**src/rtl/basic_control_unit_if.sv**
```systemverilog
`default_nettype none
// ============================================================================
// Module      : basic_control_unit_if
// Description : Status/control bundle between the hardwired control unit
//               (master) and the common-bus datapath (slave).
// Revision    : 1.0 - initial release
// ============================================================================
interface basic_control_unit_if #(
  parameter int SC_W = 4
);
  // Datapath status into the control unit
  logic [15:0]     IR_OUT;
  logic [15:0]     AC_OUT;
  logic [15:0]     DR_OUT;
  logic            OUT_E;
  logic            OUT_FGI;
  logic            OUT_FGO;
  logic            OUT_INE;

  // Register controls
  logic            LD_AR, LD_PC, LD_DR, LD_IR, LD_TR, LD_OUTR, LD_AC;
  logic            INC_AR, INC_PC, INC_DR, INC_TR, INC_AC;
  logic            CLR_AR, CLR_PC, CLR_DR, CLR_TR, CLR_AC;

  // Memory, bus and ALU controls
  logic            Read_memory, Write_memory;
  logic [2:0]      Sel;
  logic [3:0]      aluop;
  logic            Write_E;

  // Flag controls and status
  logic            SET_INE, reset_INE, reset_FGI, reset_FGO;
  logic            halted;
  logic [SC_W-1:0] sc_out;

  modport master (
    input  IR_OUT, AC_OUT, DR_OUT, OUT_E, OUT_FGI, OUT_FGO, OUT_INE,
    output LD_AR, LD_PC, LD_DR, LD_IR, LD_TR, LD_OUTR, LD_AC,
    output INC_AR, INC_PC, INC_DR, INC_TR, INC_AC,
    output CLR_AR, CLR_PC, CLR_DR, CLR_TR, CLR_AC,
    output Read_memory, Write_memory, Sel, aluop, Write_E,
    output SET_INE, reset_INE, reset_FGI, reset_FGO, halted, sc_out
  );

  modport slave (
    output IR_OUT, AC_OUT, DR_OUT, OUT_E, OUT_FGI, OUT_FGO, OUT_INE,
    input  LD_AR, LD_PC, LD_DR, LD_IR, LD_TR, LD_OUTR, LD_AC,
    input  INC_AR, INC_PC, INC_DR, INC_TR, INC_AC,
    input  CLR_AR, CLR_PC, CLR_DR, CLR_TR, CLR_AC,
    input  Read_memory, Write_memory, Sel, aluop, Write_E,
    input  SET_INE, reset_INE, reset_FGI, reset_FGO, halted, sc_out
  );
endinterface

`default_nettype wire

```
**src/rtl/basic_control_unit.sv**
```systemverilog
`default_nettype none
// ============================================================================
// Module      : basic_control_unit
// Description : Hardwired control unit for the common-bus basic computer.
//               Sequences fetch / indirect / execute (and, when the macro
//               INTERRUPT_EN is defined, the interrupt cycle) from a
//               sequence counter, a halt flag and the interrupt flop R.
// Revision    : 1.0 - initial release
// ============================================================================
module basic_control_unit #(
  parameter int SC_W = 4
) (
  input  logic                 clock,
  input  logic                 reset,
  basic_control_unit_if.master bus
);

  localparam logic [SC_W-1:0] T0     = SC_W'(0);
  localparam logic [SC_W-1:0] T1     = SC_W'(1);
  localparam logic [SC_W-1:0] T2     = SC_W'(2);
  localparam logic [SC_W-1:0] T3     = SC_W'(3);
  localparam logic [SC_W-1:0] T4     = SC_W'(4);
  localparam logic [SC_W-1:0] T5     = SC_W'(5);
  localparam logic [SC_W-1:0] T6     = SC_W'(6);
  localparam logic [SC_W-1:0] SC_ONE = SC_W'(1);

  localparam logic [2:0] SEL_NONE = 3'd0;
  localparam logic [2:0] SEL_AR   = 3'd1;
  localparam logic [2:0] SEL_PC   = 3'd2;
  localparam logic [2:0] SEL_DR   = 3'd3;
  localparam logic [2:0] SEL_AC   = 3'd4;
  localparam logic [2:0] SEL_IR   = 3'd5;
  localparam logic [2:0] SEL_TR   = 3'd6;
  localparam logic [2:0] SEL_MEM  = 3'd7;

  localparam logic [3:0] ALU_AND  = 4'd0;
  localparam logic [3:0] ALU_ADD  = 4'd1;
  localparam logic [3:0] ALU_PASS = 4'd2;
  localparam logic [3:0] ALU_CMA  = 4'd3;
  localparam logic [3:0] ALU_CIR  = 4'd4;
  localparam logic [3:0] ALU_CIL  = 4'd5;
  localparam logic [3:0] ALU_INPR = 4'd6;
  localparam logic [3:0] ALU_CME  = 4'd7;
  localparam logic [3:0] ALU_CLE  = 4'd8;

  localparam logic [2:0] OP_AND = 3'd0;
  localparam logic [2:0] OP_ADD = 3'd1;
  localparam logic [2:0] OP_LDA = 3'd2;
  localparam logic [2:0] OP_STA = 3'd3;
  localparam logic [2:0] OP_BUN = 3'd4;
  localparam logic [2:0] OP_BSA = 3'd5;
  localparam logic [2:0] OP_ISZ = 3'd6;
  localparam logic [2:0] OP_RIO = 3'd7;

  logic [SC_W-1:0] sc_q, sc_d;
  logic            halted_q, halted_d;
  logic            r_q, r_d;

  logic            ind;
  logic [2:0]      op;
  logic [11:0]     b;

  assign ind = bus.IR_OUT[15];
  assign op  = bus.IR_OUT[14:12];
  assign b   = bus.IR_OUT[11:0];

  // Decode timing state, R and IR into this cycle's controls and next state
  always_comb begin
    bus.LD_AR = 1'b0;  bus.LD_PC = 1'b0;  bus.LD_DR = 1'b0;  bus.LD_IR = 1'b0;
    bus.LD_TR = 1'b0;  bus.LD_OUTR = 1'b0; bus.LD_AC = 1'b0;
    bus.INC_AR = 1'b0; bus.INC_PC = 1'b0; bus.INC_DR = 1'b0; bus.INC_TR = 1'b0;
    bus.INC_AC = 1'b0;
    bus.CLR_AR = 1'b0; bus.CLR_PC = 1'b0; bus.CLR_DR = 1'b0; bus.CLR_TR = 1'b0;
    bus.CLR_AC = 1'b0;
    bus.Read_memory = 1'b0; bus.Write_memory = 1'b0;
    bus.Sel = SEL_NONE; bus.aluop = ALU_AND; bus.Write_E = 1'b0;
    bus.SET_INE = 1'b0; bus.reset_INE = 1'b0; bus.reset_FGI = 1'b0;
    bus.reset_FGO = 1'b0;
    sc_d     = sc_q + SC_ONE;
    halted_d = halted_q;
    r_d      = r_q;

    if (halted_q) begin
      // A halted machine parks at T0 with every control idle
      sc_d = T0;
    end else if (reset) begin
      case (sc_q)
        T0: begin
          bus.Sel = SEL_PC;
          if (r_q) begin
            bus.CLR_AR = 1'b1;
            bus.LD_TR  = 1'b1;
          end else begin
            bus.LD_AR  = 1'b1;
          end
        end
        T1: begin
          if (r_q) begin
            bus.Sel = SEL_TR; bus.Write_memory = 1'b1; bus.CLR_PC = 1'b1;
          end else begin
            bus.Sel = SEL_MEM; bus.Read_memory = 1'b1;
            bus.LD_IR = 1'b1;  bus.INC_PC = 1'b1;
          end
        end
        T2: begin
          if (r_q) begin
            bus.INC_PC = 1'b1; bus.reset_INE = 1'b1;
            r_d = 1'b0;        sc_d = T0;
          end else begin
            bus.Sel = SEL_IR; bus.LD_AR = 1'b1;
          end
        end
        T3: begin
          if (op == OP_RIO) begin
            sc_d = T0;
            // Only the highest set bit of B executes
            if (!ind) begin
              if      (b[11]) bus.CLR_AC = 1'b1;
              else if (b[10]) begin bus.aluop = ALU_CLE; bus.Write_E = 1'b1; end
              else if (b[9])  begin bus.aluop = ALU_CMA; bus.LD_AC = 1'b1; end
              else if (b[8])  begin bus.aluop = ALU_CME; bus.Write_E = 1'b1; end
              else if (b[7])  begin
                bus.aluop = ALU_CIR; bus.LD_AC = 1'b1; bus.Write_E = 1'b1;
              end
              else if (b[6])  begin
                bus.aluop = ALU_CIL; bus.LD_AC = 1'b1; bus.Write_E = 1'b1;
              end
              else if (b[5])  bus.INC_AC = 1'b1;
              else if (b[4])  bus.INC_PC = ~bus.AC_OUT[15];
              else if (b[3])  bus.INC_PC = bus.AC_OUT[15];
              else if (b[2])  bus.INC_PC = (bus.AC_OUT == 16'h0000);
              else if (b[1])  bus.INC_PC = ~bus.OUT_E;
              else if (b[0])  halted_d = 1'b1;
            end else begin
              if      (b[11]) begin
                bus.aluop = ALU_INPR; bus.LD_AC = 1'b1; bus.reset_FGI = 1'b1;
              end
              else if (b[10]) begin
                bus.Sel = SEL_AC; bus.LD_OUTR = 1'b1; bus.reset_FGO = 1'b1;
              end
              else if (b[9])  bus.INC_PC = bus.OUT_FGI;
              else if (b[8])  bus.INC_PC = bus.OUT_FGO;
              else if (b[7])  bus.SET_INE = 1'b1;
              else if (b[6])  bus.reset_INE = 1'b1;
            end
          end else if (ind) begin
            // Indirect: replace the address with the word it points to
            bus.Sel = SEL_MEM; bus.Read_memory = 1'b1; bus.LD_AR = 1'b1;
          end
        end
        T4: begin
          case (op)
            OP_AND, OP_ADD, OP_LDA, OP_ISZ: begin
              bus.Sel = SEL_MEM; bus.Read_memory = 1'b1; bus.LD_DR = 1'b1;
            end
            OP_STA: begin
              bus.Sel = SEL_AC; bus.Write_memory = 1'b1; sc_d = T0;
            end
            OP_BUN: begin
              bus.Sel = SEL_IR; bus.LD_PC = 1'b1; sc_d = T0;
            end
            OP_BSA: begin
              bus.Sel = SEL_PC; bus.Write_memory = 1'b1; bus.INC_AR = 1'b1;
            end
            default: sc_d = T0;
          endcase
        end
        T5: begin
          case (op)
            OP_AND: begin bus.aluop = ALU_AND;  bus.LD_AC = 1'b1; sc_d = T0; end
            OP_ADD: begin
              bus.aluop = ALU_ADD; bus.LD_AC = 1'b1; bus.Write_E = 1'b1; sc_d = T0;
            end
            OP_LDA: begin bus.aluop = ALU_PASS; bus.LD_AC = 1'b1; sc_d = T0; end
            OP_BSA: begin bus.Sel = SEL_AR; bus.LD_PC = 1'b1; sc_d = T0; end
            OP_ISZ: bus.INC_DR = 1'b1;
            default: sc_d = T0;
          endcase
        end
        T6: begin
          sc_d = T0;
          if (op == OP_ISZ) begin
            bus.Sel = SEL_DR; bus.Write_memory = 1'b1;
            bus.INC_PC = (bus.DR_OUT == 16'h0000);
          end
        end
        // States past T6 carry no work; send them back to T0
        default: sc_d = T0;
      endcase
    end

`ifdef INTERRUPT_EN
    // Arm the interrupt cycle outside fetch when an enabled flag is raised
    if (reset && !halted_q && (sc_q != T0) && (sc_q != T1) && (sc_q != T2) &&
        bus.OUT_INE && (bus.OUT_FGI || bus.OUT_FGO)) begin
      r_d = 1'b1;
    end
`else
    r_d = 1'b0;
`endif
  end

`ifndef INTERRUPT_EN
  logic unused_ine;
  assign unused_ine = bus.OUT_INE;
`endif

  // Sequence counter, halt flag and interrupt flop; synchronous active-low reset
  always_ff @(posedge clock) begin
    if (!reset) begin
      sc_q     <= T0;
      halted_q <= 1'b0;
      r_q      <= 1'b0;
    end else begin
      sc_q     <= sc_d;
      halted_q <= halted_d;
      r_q      <= r_d;
    end
  end

  assign bus.halted = halted_q;
  assign bus.sc_out = sc_q;

endmodule

`default_nettype wire
```
**src/flat_wrapper.sv**
```systemverilog
// flat-port wrapper written by rule: the top's interface ports become plain ports
module basic_control_unit_flat 
#(
  parameter int SC_W = 4
)
  (clock, reset, bus_IR_OUT, bus_AC_OUT, bus_DR_OUT, bus_OUT_E, bus_OUT_FGI, bus_OUT_FGO, bus_OUT_INE, bus_LD_AR, bus_LD_PC, bus_LD_DR, bus_LD_IR, bus_LD_TR, bus_LD_OUTR, bus_LD_AC, bus_INC_AR, bus_INC_PC, bus_INC_DR, bus_INC_TR, bus_INC_AC, bus_CLR_AR, bus_CLR_PC, bus_CLR_DR, bus_CLR_TR, bus_CLR_AC, bus_Read_memory, bus_Write_memory, bus_Sel, bus_aluop, bus_Write_E, bus_SET_INE, bus_reset_INE, bus_reset_FGI, bus_reset_FGO, bus_halted, bus_sc_out);
  basic_control_unit_if #(.SC_W(SC_W)) bus_i ();
  input  logic clock;
  input  logic reset;
  input wire logic [$bits(bus_i.IR_OUT)-1:0] bus_IR_OUT;
  input wire logic [$bits(bus_i.AC_OUT)-1:0] bus_AC_OUT;
  input wire logic [$bits(bus_i.DR_OUT)-1:0] bus_DR_OUT;
  input wire logic [$bits(bus_i.OUT_E)-1:0] bus_OUT_E;
  input wire logic [$bits(bus_i.OUT_FGI)-1:0] bus_OUT_FGI;
  input wire logic [$bits(bus_i.OUT_FGO)-1:0] bus_OUT_FGO;
  input wire logic [$bits(bus_i.OUT_INE)-1:0] bus_OUT_INE;
  output wire logic [$bits(bus_i.LD_AR)-1:0] bus_LD_AR;
  output wire logic [$bits(bus_i.LD_PC)-1:0] bus_LD_PC;
  output wire logic [$bits(bus_i.LD_DR)-1:0] bus_LD_DR;
  output wire logic [$bits(bus_i.LD_IR)-1:0] bus_LD_IR;
  output wire logic [$bits(bus_i.LD_TR)-1:0] bus_LD_TR;
  output wire logic [$bits(bus_i.LD_OUTR)-1:0] bus_LD_OUTR;
  output wire logic [$bits(bus_i.LD_AC)-1:0] bus_LD_AC;
  output wire logic [$bits(bus_i.INC_AR)-1:0] bus_INC_AR;
  output wire logic [$bits(bus_i.INC_PC)-1:0] bus_INC_PC;
  output wire logic [$bits(bus_i.INC_DR)-1:0] bus_INC_DR;
  output wire logic [$bits(bus_i.INC_TR)-1:0] bus_INC_TR;
  output wire logic [$bits(bus_i.INC_AC)-1:0] bus_INC_AC;
  output wire logic [$bits(bus_i.CLR_AR)-1:0] bus_CLR_AR;
  output wire logic [$bits(bus_i.CLR_PC)-1:0] bus_CLR_PC;
  output wire logic [$bits(bus_i.CLR_DR)-1:0] bus_CLR_DR;
  output wire logic [$bits(bus_i.CLR_TR)-1:0] bus_CLR_TR;
  output wire logic [$bits(bus_i.CLR_AC)-1:0] bus_CLR_AC;
  output wire logic [$bits(bus_i.Read_memory)-1:0] bus_Read_memory;
  output wire logic [$bits(bus_i.Write_memory)-1:0] bus_Write_memory;
  output wire logic [$bits(bus_i.Sel)-1:0] bus_Sel;
  output wire logic [$bits(bus_i.aluop)-1:0] bus_aluop;
  output wire logic [$bits(bus_i.Write_E)-1:0] bus_Write_E;
  output wire logic [$bits(bus_i.SET_INE)-1:0] bus_SET_INE;
  output wire logic [$bits(bus_i.reset_INE)-1:0] bus_reset_INE;
  output wire logic [$bits(bus_i.reset_FGI)-1:0] bus_reset_FGI;
  output wire logic [$bits(bus_i.reset_FGO)-1:0] bus_reset_FGO;
  output wire logic [$bits(bus_i.halted)-1:0] bus_halted;
  output wire logic [$bits(bus_i.sc_out)-1:0] bus_sc_out;
  assign bus_i.IR_OUT = bus_IR_OUT;
  assign bus_i.AC_OUT = bus_AC_OUT;
  assign bus_i.DR_OUT = bus_DR_OUT;
  assign bus_i.OUT_E = bus_OUT_E;
  assign bus_i.OUT_FGI = bus_OUT_FGI;
  assign bus_i.OUT_FGO = bus_OUT_FGO;
  assign bus_i.OUT_INE = bus_OUT_INE;
  assign bus_LD_AR = bus_i.LD_AR;
  assign bus_LD_PC = bus_i.LD_PC;
  assign bus_LD_DR = bus_i.LD_DR;
  assign bus_LD_IR = bus_i.LD_IR;
  assign bus_LD_TR = bus_i.LD_TR;
  assign bus_LD_OUTR = bus_i.LD_OUTR;
  assign bus_LD_AC = bus_i.LD_AC;
  assign bus_INC_AR = bus_i.INC_AR;
  assign bus_INC_PC = bus_i.INC_PC;
  assign bus_INC_DR = bus_i.INC_DR;
  assign bus_INC_TR = bus_i.INC_TR;
  assign bus_INC_AC = bus_i.INC_AC;
  assign bus_CLR_AR = bus_i.CLR_AR;
  assign bus_CLR_PC = bus_i.CLR_PC;
  assign bus_CLR_DR = bus_i.CLR_DR;
  assign bus_CLR_TR = bus_i.CLR_TR;
  assign bus_CLR_AC = bus_i.CLR_AC;
  assign bus_Read_memory = bus_i.Read_memory;
  assign bus_Write_memory = bus_i.Write_memory;
  assign bus_Sel = bus_i.Sel;
  assign bus_aluop = bus_i.aluop;
  assign bus_Write_E = bus_i.Write_E;
  assign bus_SET_INE = bus_i.SET_INE;
  assign bus_reset_INE = bus_i.reset_INE;
  assign bus_reset_FGI = bus_i.reset_FGI;
  assign bus_reset_FGO = bus_i.reset_FGO;
  assign bus_halted = bus_i.halted;
  assign bus_sc_out = bus_i.sc_out;
  basic_control_unit #(.SC_W(SC_W)) u_core (.clock(clock), .reset(reset), .bus(bus_i));
endmodule
```
**config.mk**
```make
export PLATFORM = sky130hd
export DESIGN_NAME = basic_control_unit_flat
export DESIGN_NICKNAME = d
export VERILOG_FILES = /design/src/rtl/basic_control_unit_if.sv /design/src/rtl/basic_control_unit.sv /design/src/flat_wrapper.sv
export SDC_FILE = /design/constraint.sdc
export NUM_CORES = 1
export LEC_CHECK = 0
export ABC_AREA = 1
export BUFFER_PORTS_ARGS = -buffer_cell sky130_fd_sc_hd__buf_2
export CAP_MARGIN = 5
export CORE_MARGIN = 2
export CORE_UTILIZATION = 25
export CTS_CLUSTER_SIZE = 12
export DETAILED_ROUTE_END_ITERATION = 8
export PLACE_DENSITY = 0.52
export SKIP_CTS_REPAIR_TIMING = 1
export SYNTH_ARGS = -nofsm -noshare
export SYNTH_HDL_FRONTEND = slang
export SYNTH_SLANG_ARGS = --single-unit
```
**constraint.sdc**
```tcl
create_clock -name clock -period 3 [get_ports clock]
set_input_delay 0.45 -clock clock [delete_from_list [all_inputs] [get_ports clock]]
set_output_delay 0.45 -clock clock [all_outputs]
set_load 0.02 [all_outputs]
```
; After elaboration in Yosys (flattened, before gate mapping)
; Index checks and enable logic that the tools add are counted.
[totals]
romBits = 0
latch_bits = 0
regBits = 5
memories = 0
in_bits = 54
ram_bits = 0
elab_cells = 198
out_inout_bits = 36
[op_classes]
n_eq_ne = 13
multipliers = 0
magnitude_cmp = 0
addsub = 1
div_mod_pow = 0
bitwise_logic = 3
reduce_logical = 11
shift = 0
n_mux = 168
[op_table]
columns = op, n
row1 = 2-to-1 mux 1 bit, 134
row2 = 2-to-1 mux 4 bit, 12
row3 = zero test 16 bit, 2
row4 = 2-to-1 mux 3 bit, 9
row5 = one-hot mux 3 bit (7 select lines), 1
row6 = one-hot mux 4 bit (4 select lines), 1
row7 = "== test 3 bit, second input constant", 4
row8 = "== test 4 x 3 -> 1 bit, second input constant", 3
row9 = one-hot mux 3 bit (4 select lines), 1
row10 = one-hot mux 1 bit (2 select lines), 5
row11 = "== test 4 x 2 -> 1 bit, second input constant", 2
row12 = one-hot mux 4 bit (2 select lines), 1
row13 = "== test 3 x 2 -> 1 bit, second input constant", 2
row14 = one-hot mux 1 bit (3 select lines), 2
row15 = OR reduction 2 bit, 3
row16 = OR reduction 3 bit, 2
row17 = OR reduction 5 bit, 1
row18 = "adder 4 x 1 -> 4 bit, second input constant", 1
row19 = "== test 4 x 1 -> 1 bit, second input constant", 1
row20 = zero test 4 bit, 1
row21 = one-hot mux 2 bit (2 select lines), 1
row22 = OR reduction 4 bit, 1
row23 = "== test 3 x 1 -> 1 bit, second input constant", 1
row24 = zero test 3 bit, 1
row25 = 2 further kinds, 4

; Depth between registers and ports, before layout
[logic_depth]
ltp_word = 17
mapped_depth = 11
mapped_depth_nobuf = 11

; Least setup slack after synthesis
; Ideal clock, no wire load.
[synth_timing]
path_type = register to output
startpoint = register u_core.sc_q[0] (netlist: u_core.bus.sc_out[0])
endpoint = output bus_Read_memory
stages_incl_launch_ff = 6
setup_slack_ns = 0.842
required_ns = 2.550
arrival_time_ns = 1.708
path_buffers = 0
cell_sequence = dfxtp_1 -> ha_1 -> nand2_4 -> nor2_1 -> a21oi_1 -> a211oi_1
[synth_between]
elab_chain_len = 4
word_cells_on_any_way = 6
classes_between = 3 x eq/ne / 3 x mux
[synth_rtl]
columns = item, line_no
row1 = from (decl), basic_control_unit.sv:55  ; logic [SC_W-1:0] sc_q, sc_d;
row2 = from (signal assigned), basic_control_unit.sv:211  ; sc_q <= T0;
row3 = from (signal assigned), basic_control_unit.sv:215  ; sc_q <= sc_d;
row4 = "== test 4 x 3 -> 1 bit, or another cell as far along", basic_control_unit.sv:87  ; case (sc_q)
row5 = one-hot mux 1 bit (3 select lines) *, basic_control_unit.sv:87
row6 = 2-to-1 mux 1 bit *, basic_control_unit.sv:86  ; end else if (reset) begin
row7 = 2-to-1 mux 1 bit *, basic_control_unit.sv:83  ; if (halted_q) begin
row8 = to (decl), flat_wrapper.sv:34  ; output wire logic [$bits(bus_i.Read_memory)-1:0] bus_Read_memory;
; Every way passes the cells marked *; elsewhere a longest branch is shown, timed or not.

; Final worst setup path
[layout_timing]
startpoint = register u_core.sc_q[0] (netlist: u_core.bus.sc_out[0])
endpoint = output bus_Write_E
[layout_between]
elab_chain_len = 4
word_cells_on_any_way = 5
classes_between = 2 x eq/ne / 3 x mux
[layout_rtl]
columns = item, line_no
row1 = == test 4 x 3 -> 1 bit or == test 4 x 2 -> 1 bit (tied branches), basic_control_unit.sv:87
row2 = one-hot mux 1 bit (2 select lines) *, basic_control_unit.sv:87
row3 = 2-to-1 mux 1 bit *, basic_control_unit.sv:86
row4 = 2-to-1 mux 1 bit *, basic_control_unit.sv:83
row5 = to (decl), flat_wrapper.sv:38  ; output wire logic [$bits(bus_i.Write_E)-1:0] bus_Write_E;
; Marked as above.

==> out/summary.txt <==
DRT iter0 DRCs: 45
Adder-cell share of the synthesized area: 4.57%
Maximum vdd ir drop: 0.314 mV
Synthesized cell area: 1100 um2
CTS clk-pin slew, worst paths: 0.04 ns
CP Launch Type: flip-flop
Library cells used by synthesis: 35
Slew @ Worst Pin: 0.534 ns
Gate Count Post-Synth: 198
Synth Area in Compound Gates: 17.4%
Mux contribution to synthesized area: 0%
HPWL Detailed: 3.04 mm
Internal cell power: 0.000311 W
Register area: 100 um2
Synth top area share: 14.0%
Routed length per placed instance: 10.6 um
Post-synthesis sequential area ratio: 9.13%
Final Cycle Share: 78.2%
Drt pass-1 iters: 4
IO Port Bufs: 82
Antenna Nets Post-Route: 0
Vias in the first global route: 1348
Ratio of cells with drive above 1 in the final layout: 37.1%
Number of clock sinks: 5
Antenna violations before repair: 0
Placeable Area: 4290 um2
Top FF cell, synth: dfxtp_1
Total CTS buffers: 3
Vias per inst: 4.47
CP Data Required Time: 2.55 ns
Combinational Power Share: 63.2%
Largest cells by area after synthesis: nor2_1 14%, nand2_1 12%, inv_1 9.9%
Min-delay worst type: flip-flop to flip-flop
Clock latency on the worst-skew pair: 0.22 ns
Grt ovf: 0
Die ar.: 4930 um2
Setup TNS: 0 ns
Largest family of logic cells by synthesized area: simple AND/OR/NAND/NOR gates
Dominant cell by count in the synthesized netlist: nor2_1
Clk pwr share: 21.0%
Largest net degree at the start of global routing: 11
CP max-delay cell: dfxtp_1
Post-Synth XOR/XNOR Area: 1.60%
RSZ-0062 raised after global routing: false
Synth-to-Final Area Change: 45.1%
Max-Slew Margin vs Limit: 64.0%
Syn Area/Cell: 5.54 um2
Sw power: 0.000299 W
Diodes inserted: 0
Synth Register Bits: 5
Final nets: 342
P_leak: 0.902 nW
Leading area contributor after synthesis: nor2_1
RD Place Congestion: 0.827
I/O pins: 90
Max Slew Vio Count: 0
Final hold violation count: 0
Synth warnings: 0
# H-tree levels: 1
Tot GR Track Use: 13.7%
Post-synth ARST share: 0%
R2R setup slack: 1.27 ns
Commonest cells in the netlist: 41 x nor2_1, 36 x nand2_1, 29 x inv_1
Worst Path Max Fanout: 6
Die Span Y: 70.2 um
WP data arrival: 1.90 ns
Clk buf depth: 2
DRC violations left: 0
Number of synthesized flops with an enable pin: 0
Global-route wire length before repair: 5.60 mm
Final setup vio count: 0
CTS tree: done
WS Path Type: flip-flop to primary output
Via count: 1496
Tot Pwr: 0.000611 W
Row cnt: 24
Final min period: 2.35 ns
Fillers: 491
Clock Skews: 0.00125 ns
Max cap viols: 0
Clock root cell: clkbuf_8
Final Util: 37.0%
Worst Setup End Kind: primary output
Synth Area in Simple Gates: 50.7%
Max Clock Freq: 426 MHz
Die Width: 70.2 um
Initial Util: 25.5%
Area of the multi-input gates: 836 um2
Net Sw Frac: 49.0%
Sequential share of power: 15.8%
Final wirelength: 3.56 mm
Power per cell area: 384 nW/um2
CP peak stage delay: 0.40 ns
Status: finished, final reports clean
CP Cell Sequence: ha_1 -> inv_1 -> nor2_2 -> nand2_1 -> nor3_1 -> a31oi_1 -> a21oi_1 -> buf_2
[routing by layer]
| layer | vias up | part of all wire, % | track usage [%] |
|---|---|---|---|
| li1 | 801 | - | - |
| met1 | 634 | 46 | 17.4 |
| met2 | 57 | 45 | 23.7 |
| met3 | 4 | 8.4 | 2.16 |
| met4 | 0 | 0.73 | 3.85 |
| met5 | - | 0 | 0 |
[power by group through the flow]
stage	Combinational [W]	Clock [W]	Sequential (W)
after global routing	0.000434	0.000137	0.000100
after CTS	0.000390	0.000133	0.0000974
final	0.000386	0.000128	0.0000965
after global placement	0.000389	0	0.0000983
after detailed placement	0.000386	0	0.0000984
after floorplan	0.000254	0	0.000110
[critical path, delay by kind of cell, from the launching register on]
kind	cells	cell delay (ns)
fa+ha+maj	1	0.20
compound gates	2	0.20
buf+inv	2	0.25
flops	1	0.40
simple gates	3	0.62
[state kept, by name, summed over array words and instances, names as in the netlist]
register	count
u_core.bus.halted	1
u_core.bus.sc_out	4
[logic make-up (layout without fill, tap and decap cells)]
| family | Yosys count | in the layout |
|---|---|---|
| AND/OR/NAND/NOR | 116 | 116 |
| buffers and inverters | 40 | 120 |
| AO/OA/AOI/OAI | 30 | 30 |
| flip-flops | 5 | 5 |
| adder cells (fa/ha/maj) | 4 | 4 |
| XOR/XNOR | 2 | 2 |
| other | 1 | 6 |
[final timing paths]
check,startpoint,end,cells after the start
worst max-delay path,u_core.bus.sc_out[0],bus_Write_E,8
worst min-delay path,u_core.bus.sc_out[0],u_core.bus.sc_out[0],1
worst max register to register,u_core.bus.sc_out[0],u_core.bus.sc_out[1],8
worst min register to register,u_core.bus.sc_out[0],u_core.bus.sc_out[0],1
[final cells by class]
| cell class | count | area share [%] |
|---|---|---|
| well taps | 52 | 4.09 |
| clock buffers | 4 | 2.83 |
| multi-input cells | 158 | 52.6 |
| repair buffers | 83 | 26.3 |
| flip-flops and latches | 5 | 6.29 |
| inverters | 33 | 7.95 |
[stage by stage]
step           hold WS, ns  std cells  instance area, um2  setup WS (ns)
3_5_place_dp         0.488        331                1550          0.862
6_report             0.487        335                1590          0.655
4_1_cts              0.498        335                1590          0.666
5_1_grt              0.545        335                1590          0.510
3_3_place_gp         0.483        331                1550          0.879
2_1_floorplan        0.542        203                1110          0.842
[layout by cell type (no fill, tap or decap), types with 3 or more instances in the layout]
cell / netlist / layout
buf_2: 0 / 82
inv_2: 3 / 3
nor3_1: 7 / 7
ha_1: 4 / 4
a21oi_1: 11 / 11
nand4_1: 3 / 3
nand2_1: 36 / 36
a31oi_1: 3 / 3
o21ai_0: 6 / 6
clkbuf_8: 0 / 3
inv_1: 29 / 29
nor2_2: 3 / 3
conb_1: 1 / 6
nor2_1: 41 / 41
nor4_1: 5 / 5
nand3_1: 9 / 9
dfxtp_1: 5 / 5
(Power assumes the default switching activity.)
